===== config.mk =====
export PLATFORM = sky130hd
export DESIGN_NAME = slc3_mem_arbiter
export DESIGN_NICKNAME = d
export VERILOG_FILES = /design/src/rtl/slc3_mem_arbiter.sv
export SDC_FILE = /design/constraint.sdc
export NUM_CORES = 1
export LEC_CHECK = 0
export ABC_AREA = 1
export CAP_MARGIN = 20
export CORE_MARGIN = 2
export CORE_UTILIZATION = 45
export DETAILED_ROUTE_END_ITERATION = 10
export GPL_ROUTABILITY_DRIVEN = 0
export HOLD_SLACK_MARGIN = 0.08
export PLACE_DENSITY = 0.86
export SYNTH_ARGS = -nofsm -noshare
export SYNTH_HDL_FRONTEND = slang
export SYNTH_SLANG_ARGS = --single-unit

===== constraint.sdc =====
create_clock -name Clk -period 4.9 [get_ports Clk]
set_input_delay 1.225 -clock Clk [delete_from_list [all_inputs] [get_ports Clk]]
set_output_delay 1.225 -clock Clk [all_outputs]
set_load 0.05 [all_outputs]

===== src/rtl/slc3_mem_arbiter.sv =====
// Round-robin arbiter/sequencer sharing the SLC-3 single-port memory between CPU and loader.
// Optional loader exclusive lock enabled by defining ARB_LDR_LOCK_EN.
module slc3_mem_arbiter #(
  parameter int unsigned ADDR_W = 16,
  parameter int unsigned DATA_W = 16,
  parameter int unsigned RD_LAT = 2
) (
  input  logic              Clk,
  input  logic              Reset,
  input  logic              cpu_req,
  input  logic              cpu_we,
  input  logic [ADDR_W-1:0] cpu_addr,
  input  logic [DATA_W-1:0] cpu_wdata,
  output logic [DATA_W-1:0] cpu_rdata,
  output logic              cpu_ack,
  input  logic              ldr_req,
  input  logic              ldr_we,
  input  logic [ADDR_W-1:0] ldr_addr,
  input  logic [DATA_W-1:0] ldr_wdata,
  output logic [DATA_W-1:0] ldr_rdata,
  output logic              ldr_ack,
`ifdef ARB_LDR_LOCK_EN
  input  logic              ldr_lock,
`endif
  output logic              mem_ce,
  output logic              mem_we,
  output logic [ADDR_W-1:0] mem_addr,
  output logic [DATA_W-1:0] mem_wdata,
  input  logic [DATA_W-1:0] mem_rdata,
  output logic              grant_ldr
);

  localparam int unsigned CNT_W = $clog2(RD_LAT + 1);

  typedef enum logic [1:0] {StIdle, StBusy, StDone} state_e;

  state_e           state;
  logic [CNT_W-1:0] cnt;
  logic             lat_we;
  logic             last_ldr;
  logic             cpu_elig;
  logic             lock_deny;
  logic             pick_ldr;
  logic             any_req;

`ifdef ARB_LDR_LOCK_EN
  assign cpu_elig = cpu_req & ~ldr_lock;
`else
  assign cpu_elig = cpu_req;
`endif

  // A CPU request masked by the lock must not disturb the round-robin history.
  assign lock_deny = cpu_req & ~cpu_elig;
  assign any_req   = cpu_elig | ldr_req;
  assign pick_ldr  = ldr_req & (~cpu_elig | ~last_ldr);

  assign mem_we = mem_ce & lat_we;

  always_ff @(posedge Clk or posedge Reset) begin
    if (Reset) begin
      state     <= StIdle;
      cnt       <= '0;
      lat_we    <= 1'b0;
      last_ldr  <= 1'b1;
      grant_ldr <= 1'b0;
      mem_ce    <= 1'b0;
      mem_addr  <= '0;
      mem_wdata <= '0;
      cpu_ack   <= 1'b0;
      ldr_ack   <= 1'b0;
      cpu_rdata <= '0;
      ldr_rdata <= '0;
    end else begin
      case (state)
        StIdle: begin
          if (any_req) begin
            grant_ldr <= pick_ldr;
            if (!lock_deny) begin
              last_ldr <= pick_ldr;
            end
            if (pick_ldr) begin
              lat_we    <= ldr_we;
              mem_addr  <= ldr_addr;
              mem_wdata <= ldr_wdata;
              cnt       <= ldr_we ? CNT_W'(1) : CNT_W'(RD_LAT);
            end else begin
              lat_we    <= cpu_we;
              mem_addr  <= cpu_addr;
              mem_wdata <= cpu_wdata;
              cnt       <= cpu_we ? CNT_W'(1) : CNT_W'(RD_LAT);
            end
            mem_ce <= 1'b1;
            state  <= StBusy;
          end
        end
        StBusy: begin
          cnt <= cnt - CNT_W'(1);
          if (cnt == CNT_W'(1)) begin
            mem_ce <= 1'b0;
            state  <= StDone;
            if (grant_ldr) begin
              ldr_ack <= 1'b1;
              if (!lat_we) begin
                ldr_rdata <= mem_rdata;
              end
            end else begin
              cpu_ack <= 1'b1;
              if (!lat_we) begin
                cpu_rdata <= mem_rdata;
              end
            end
          end
        end
        StDone: begin
          cpu_ack <= 1'b0;
          ldr_ack <= 1'b0;
          state   <= StIdle;
        end
        default: state <= StIdle;
      endcase
    end
  end

endmodule


# Word-level counts from Yosys, hierarchy flattened

Index checks and enable logic that the tools add are counted.

Register bits after elaboration: 74
Output and inout port bits: 69
Logic and storage cells: 59

Bitwise logic cells: 8
Equal/unequal tests: 7
Muxes and demuxes: 20
Add/sub/neg operators: 1
Reduce and logical (&&, ||, !) cells: 11

Operators with widths:

| kind                | count |
|---|---|
| $mux 16             | 2 |
| $mux 2              | 6 |
| $reduce_and 3->1    | 3 |
| $ne 2x2->1 const B  | 4 |
| $pmux 2 s2          | 2 |
| $reduce_and 4->1    | 2 |
| $mux 1              | 7 |
| $pmux 1 s2          | 3 |
| $reduce_and 2->1    | 3 |
| $eq 2x1->1 const B  | 2 |
| $not 1->1           | 4 |
| $reduce_bool 2->1   | 2 |
| $and 1x1->1         | 2 |
| $eq 2x2->1 const B  | 1 |
| $logic_not 2->1     | 1 |
| $or 1x1->1          | 2 |
| $sub 2x1->2 const B | 1 |

# Longest topological paths before layout

Depth in word-level cells: 6
Depth in mapped cells: 8

# Worst setup path before layout

No wires, ideal clock.

Path kind: flip-flop to output port
From: register mem_ce
To: output mem_we
Setup slack: 2.641 ns
Cell stages (with the launch flop): 3
Arrival time: 1.034 ns
Path buffers: 0
Data required time: 3.675 ns
Cells stage by stage: dfrtp_1 -> nand2_1 -> inv_1

Cells in the longest elaborated chain, start to end: 1

RTL lines:

| item                     | line | source |
|---|---|---|
| start: declaration       | 25   | `output logic mem_ce,` |
| start signal: assignment | 66   | `mem_ce <= 1'b0;` |
| start signal: assignment | 92   | `mem_ce <= 1'b1;` |
| start signal: assignment | 99   | `mem_ce <= 1'b0;` |
| $and 1x1->1              | 57   | `assign mem_we = mem_ce & lat_we;` |
| end: declaration         | 26   | `output logic mem_we,` |

Every way passes these cells.

# Worst setup path in the final report

From: input cpu_req
To: register cnt[1]

Cells in the longest elaborated chain, start to end: 6
Elaborated cells between the ends (all ways): 9
Classes of those cells: eq/ne: 1; mux: 3; bitwise: 4; reduce/logical: 1

RTL lines:

| item                   | line | source |
|---|---|---|
| start: declaration     | 10   | `input logic cpu_req,` |
| $not 1->1              | 55   | `assign pick_ldr = ldr_req & (~cpu_elig \| ~last_ldr);` |
| $or 1x1->1             | 55   |  |
| $and 1x1->1            | 55   |  |
| $mux 2                 | 81   | `if (pick_ldr) begin` |
| $mux 2                 | 76   | `if (any_req) begin` |
| $pmux 2 s2             | 74   | `case (state)` |
| end signal: assignment | 85   | `cnt <= ldr_we ? CNT_W'(1) : CNT_W'(RD_LAT);` |
| end signal: assignment | 90   | `cnt <= cpu_we ? CNT_W'(1) : CNT_W'(RD_LAT);` |
| end signal: assignment | 97   | `cnt <= cnt - CNT_W'(1);` |
| end: declaration       | 38   | `logic [CNT_W-1:0] cnt;` |

Parallel ways exist; a longest one is shown, timed or not. The select of a mux whose other input is x is not followed.
A chain may end at the register's enable or synchronous reset.

==> flow_summary.yaml <==
detailed_routing:
  drcViolationCount: 0
  wl_mm: 9.10
  routedWlPerCell_um: 14.7
  drtPass1Iterations: 4
  first_iter_violations: 128
  ant_nets: 0
  viasPerCell: 5.03
  routed-via-count: 3118
synthesis:
  syn_inst: 371
  synth_ff_type: "dfrtp_1"
  yosys.area.top_type: "dfrtp_1"
  synth_area_per_cell_sq_um: 9.00
  synth_fp_nets: 463
  yosysTopAreaCellShare_pct: 54.7
  ys_seq_area_share_pct: 55.5
  yosys.cell_count.top_type: "nand2_1"
  ys_top_cells_by_count: "nand2_1 (81), dfrtp_1 (73), nor2_1 (42)"
  syn-cell-area_sq_um: 3340
  synth_edf_count: 0
  ys_types: 19
  ys_seq_elements: 74
  synth_warnings: 0
  yosys-top-cells-area: "dfrtp_1 (55%), nand2_1 (9.1%), nand3_1 (5.7%), o21ai_0 (5.5%), nor2_1 (4.7%)"
  synth-async-reset-ratio_pct: 100
critical_path:
  cp_max_fo: 35
  crit_path_top_delay_cell: "nand2_2"
  path_buf_inv: 1
  path_cells: "clkdlybuf4s50_1, nand2_2, nand2_2, nand2_1, nand3_1, nand2_1, o21ai_0"
  crit_path_max_incr_delay_ns: 0.55
  critical_path_required_ns: 5.11
  cp_top_family: "simple AND/OR/NAND/NOR gates"
  start_kind: "input pin"
  criticalPathCategory: "input pin to flip-flop"
  endpoint_kind: "flip-flop"
  worst_ep_arrival_time_ns: 3.33
global_route:
  overflow: 0
  grt_pass1_wl_mm: 14.9
  grtUsageTotal_pct: 22.7
  grt_pass1_vias: 3168
  grt_start_max_net_pins: 48
  antenna_found_initial: 0
final_layout:
  fin_util_pct: 70.7
  fin_nets: 608
  drive_gt1_share_pct: 6.53
  area_delta_synth_final_pct: 52.8
  fin_cells: 620
  antenna_cells: 0
cts:
  cts-root-buf: "clkbuf_8"
  clock-sinks: 74
  cts_setup_buffers: 0
  ctsResizeCount: 0
  clk_latency_ns: 0.34
  cts_tree: "done"
  htreeDepth: 3
  clk_pin_slew_worst_paths_ns: 0.07
  numCtsBuffers: 9
  clk_path_buf_depth: 2
  ctsHoldBuffers: 0
timing:
  worst_pin_slew_ns: 1.02
  slew_viol_final: 0
  grt_setup_unrepaired: "no"
  hold_ws_ns: 0.480
  period_share_pct: 63.6
  fmax_mhz: 321
  setup_viol: 0
  fin_skew_ns: 0.0118
  period_needed_ns: 3.12
  relSlewSlack_pct: 31.5
  hold_violations: 0
  finalSetupTns_ns: 0
floorplan:
  row_count: 31
  die_y_um: 90.1
  initial_core_util_pct: 46.3
  design.die.area_sq_um: 8130
  core_sq_um: 7210
  die_x_um: 90.1
  io_pins: 155
worst_hold_path:
  hp-class: "flip-flop to flip-flop"
placement:
  hpwl_mm: 6.73
  port-buffer-count: 154
  dp.cells: 604
power_and_ir_drop:
  p_total_mw: 4.05
  ir_worst_vdd_mv: 0.335
  leakagePower_nw: 2.26
  powerDensity_nw_per_um2: 793
status:
  status: "completed"
flow_run:
  max-cap-violations: 0
-- cells by family (layout without fill, tap and decap cells) --
logic type                 after synthesis  in the layout  synth area share [%]
AOI/OAI and AO/OA                       73             73                  14.1
and+or+nand+nor                        165            165                  20.6
adders and majority gates                6              6                  2.25
buffers and inverters                   53            203                  7.61
DFF                                     74             74                  55.5
-- final timing paths --
path / startpoint / endpoint / slack, ns / cells after the start
worst max-delay path: cpu_req / cnt[1] / 1.78 / 7
worst min-delay path: last_ldr / last_ldr / 0.48 / 2
worst max register to register: state[1] / ldr_rdata[15] / 2.61 / 6
worst min register to register: last_ldr / last_ldr / 0.48 / 2
max in group asynchronous: Reset / mem_addr[2] / 2.65 / 3
min in group asynchronous: Reset / cpu_rdata[12] / 1.26 / 2
-- flip-flops by register name, indices dropped and copies added (netlist names) --
| name | cells |
|---|---|
| cnt | 2 |
| cpu_ack | 1 |
| cpu_rdata | 16 |
| grant_ldr | 1 |
| last_ldr | 1 |
| lat_we | 1 |
| ldr_ack | 1 |
| ldr_rdata | 16 |
| mem_addr | 16 |
| mem_ce | 1 |
| mem_wdata | 16 |
| state | 2 |
-- power by group --
part | switching (mW) | internal, mW
Combinational | 1.65 | 0.805
Sequential | 0.177 | 0.931
Clock | 0.221 | 0.262
Total | 2.05 | 2.00
-- metal layers --
metal / vias up / share of wire [%] / track usage, %
li1: 1509 / - / -
met3: 29 / 6.2 / 5.11
met5: - / 0 / 0
met2: 135 / 49 / 37.5
met4: 0 / 3.4 / 12.3
met1: 1445 / 41 / 27.6
-- cell type report --
type	count	area, sq um
fill	534	2110
clock inverter	4	50.0
tap	99	124
sequential	74	1850
inverter	30	113
multi-input combinational	244	1230
clock buffer	12	155
timing repair buffer	157	1580
-- per-stage QoR --
stage,cell area [sq um],worst slack (ns)
3_3_place_gp,4900,1.57
6_report,5100,1.78
5_1_grt,5100,1.57
3_5_place_dp,4900,1.48
4_1_cts,5100,1.80
2_1_floorplan,3340,1.80
-- worst register-to-register path: cells and delay by family (launching register included) --
family                   cells  cell delay [ns]
adder cells (fa/ha/maj)      1             0.16
AO/OA/AOI/OAI                1             0.53
flip-flops                   1             0.40
AND/OR/NAND/NOR              2             0.86
buffers and inverters        2             0.22
-- layout by cell type (no fill, tap or decap), drive strengths merged --
master	instances
buf	3
clkinv	1
bufinv	1
dfstp	1
nand3	38
clkinvlp	2
a31oi	32
nor2	44
a22oi	1
inv	30
ha	6
nand2	83
dfrtp	73
clkdlybuf4s50	154
clkbuf	12
a21oi	2
o21ai	38
Power figures use the tool's default switching activity.
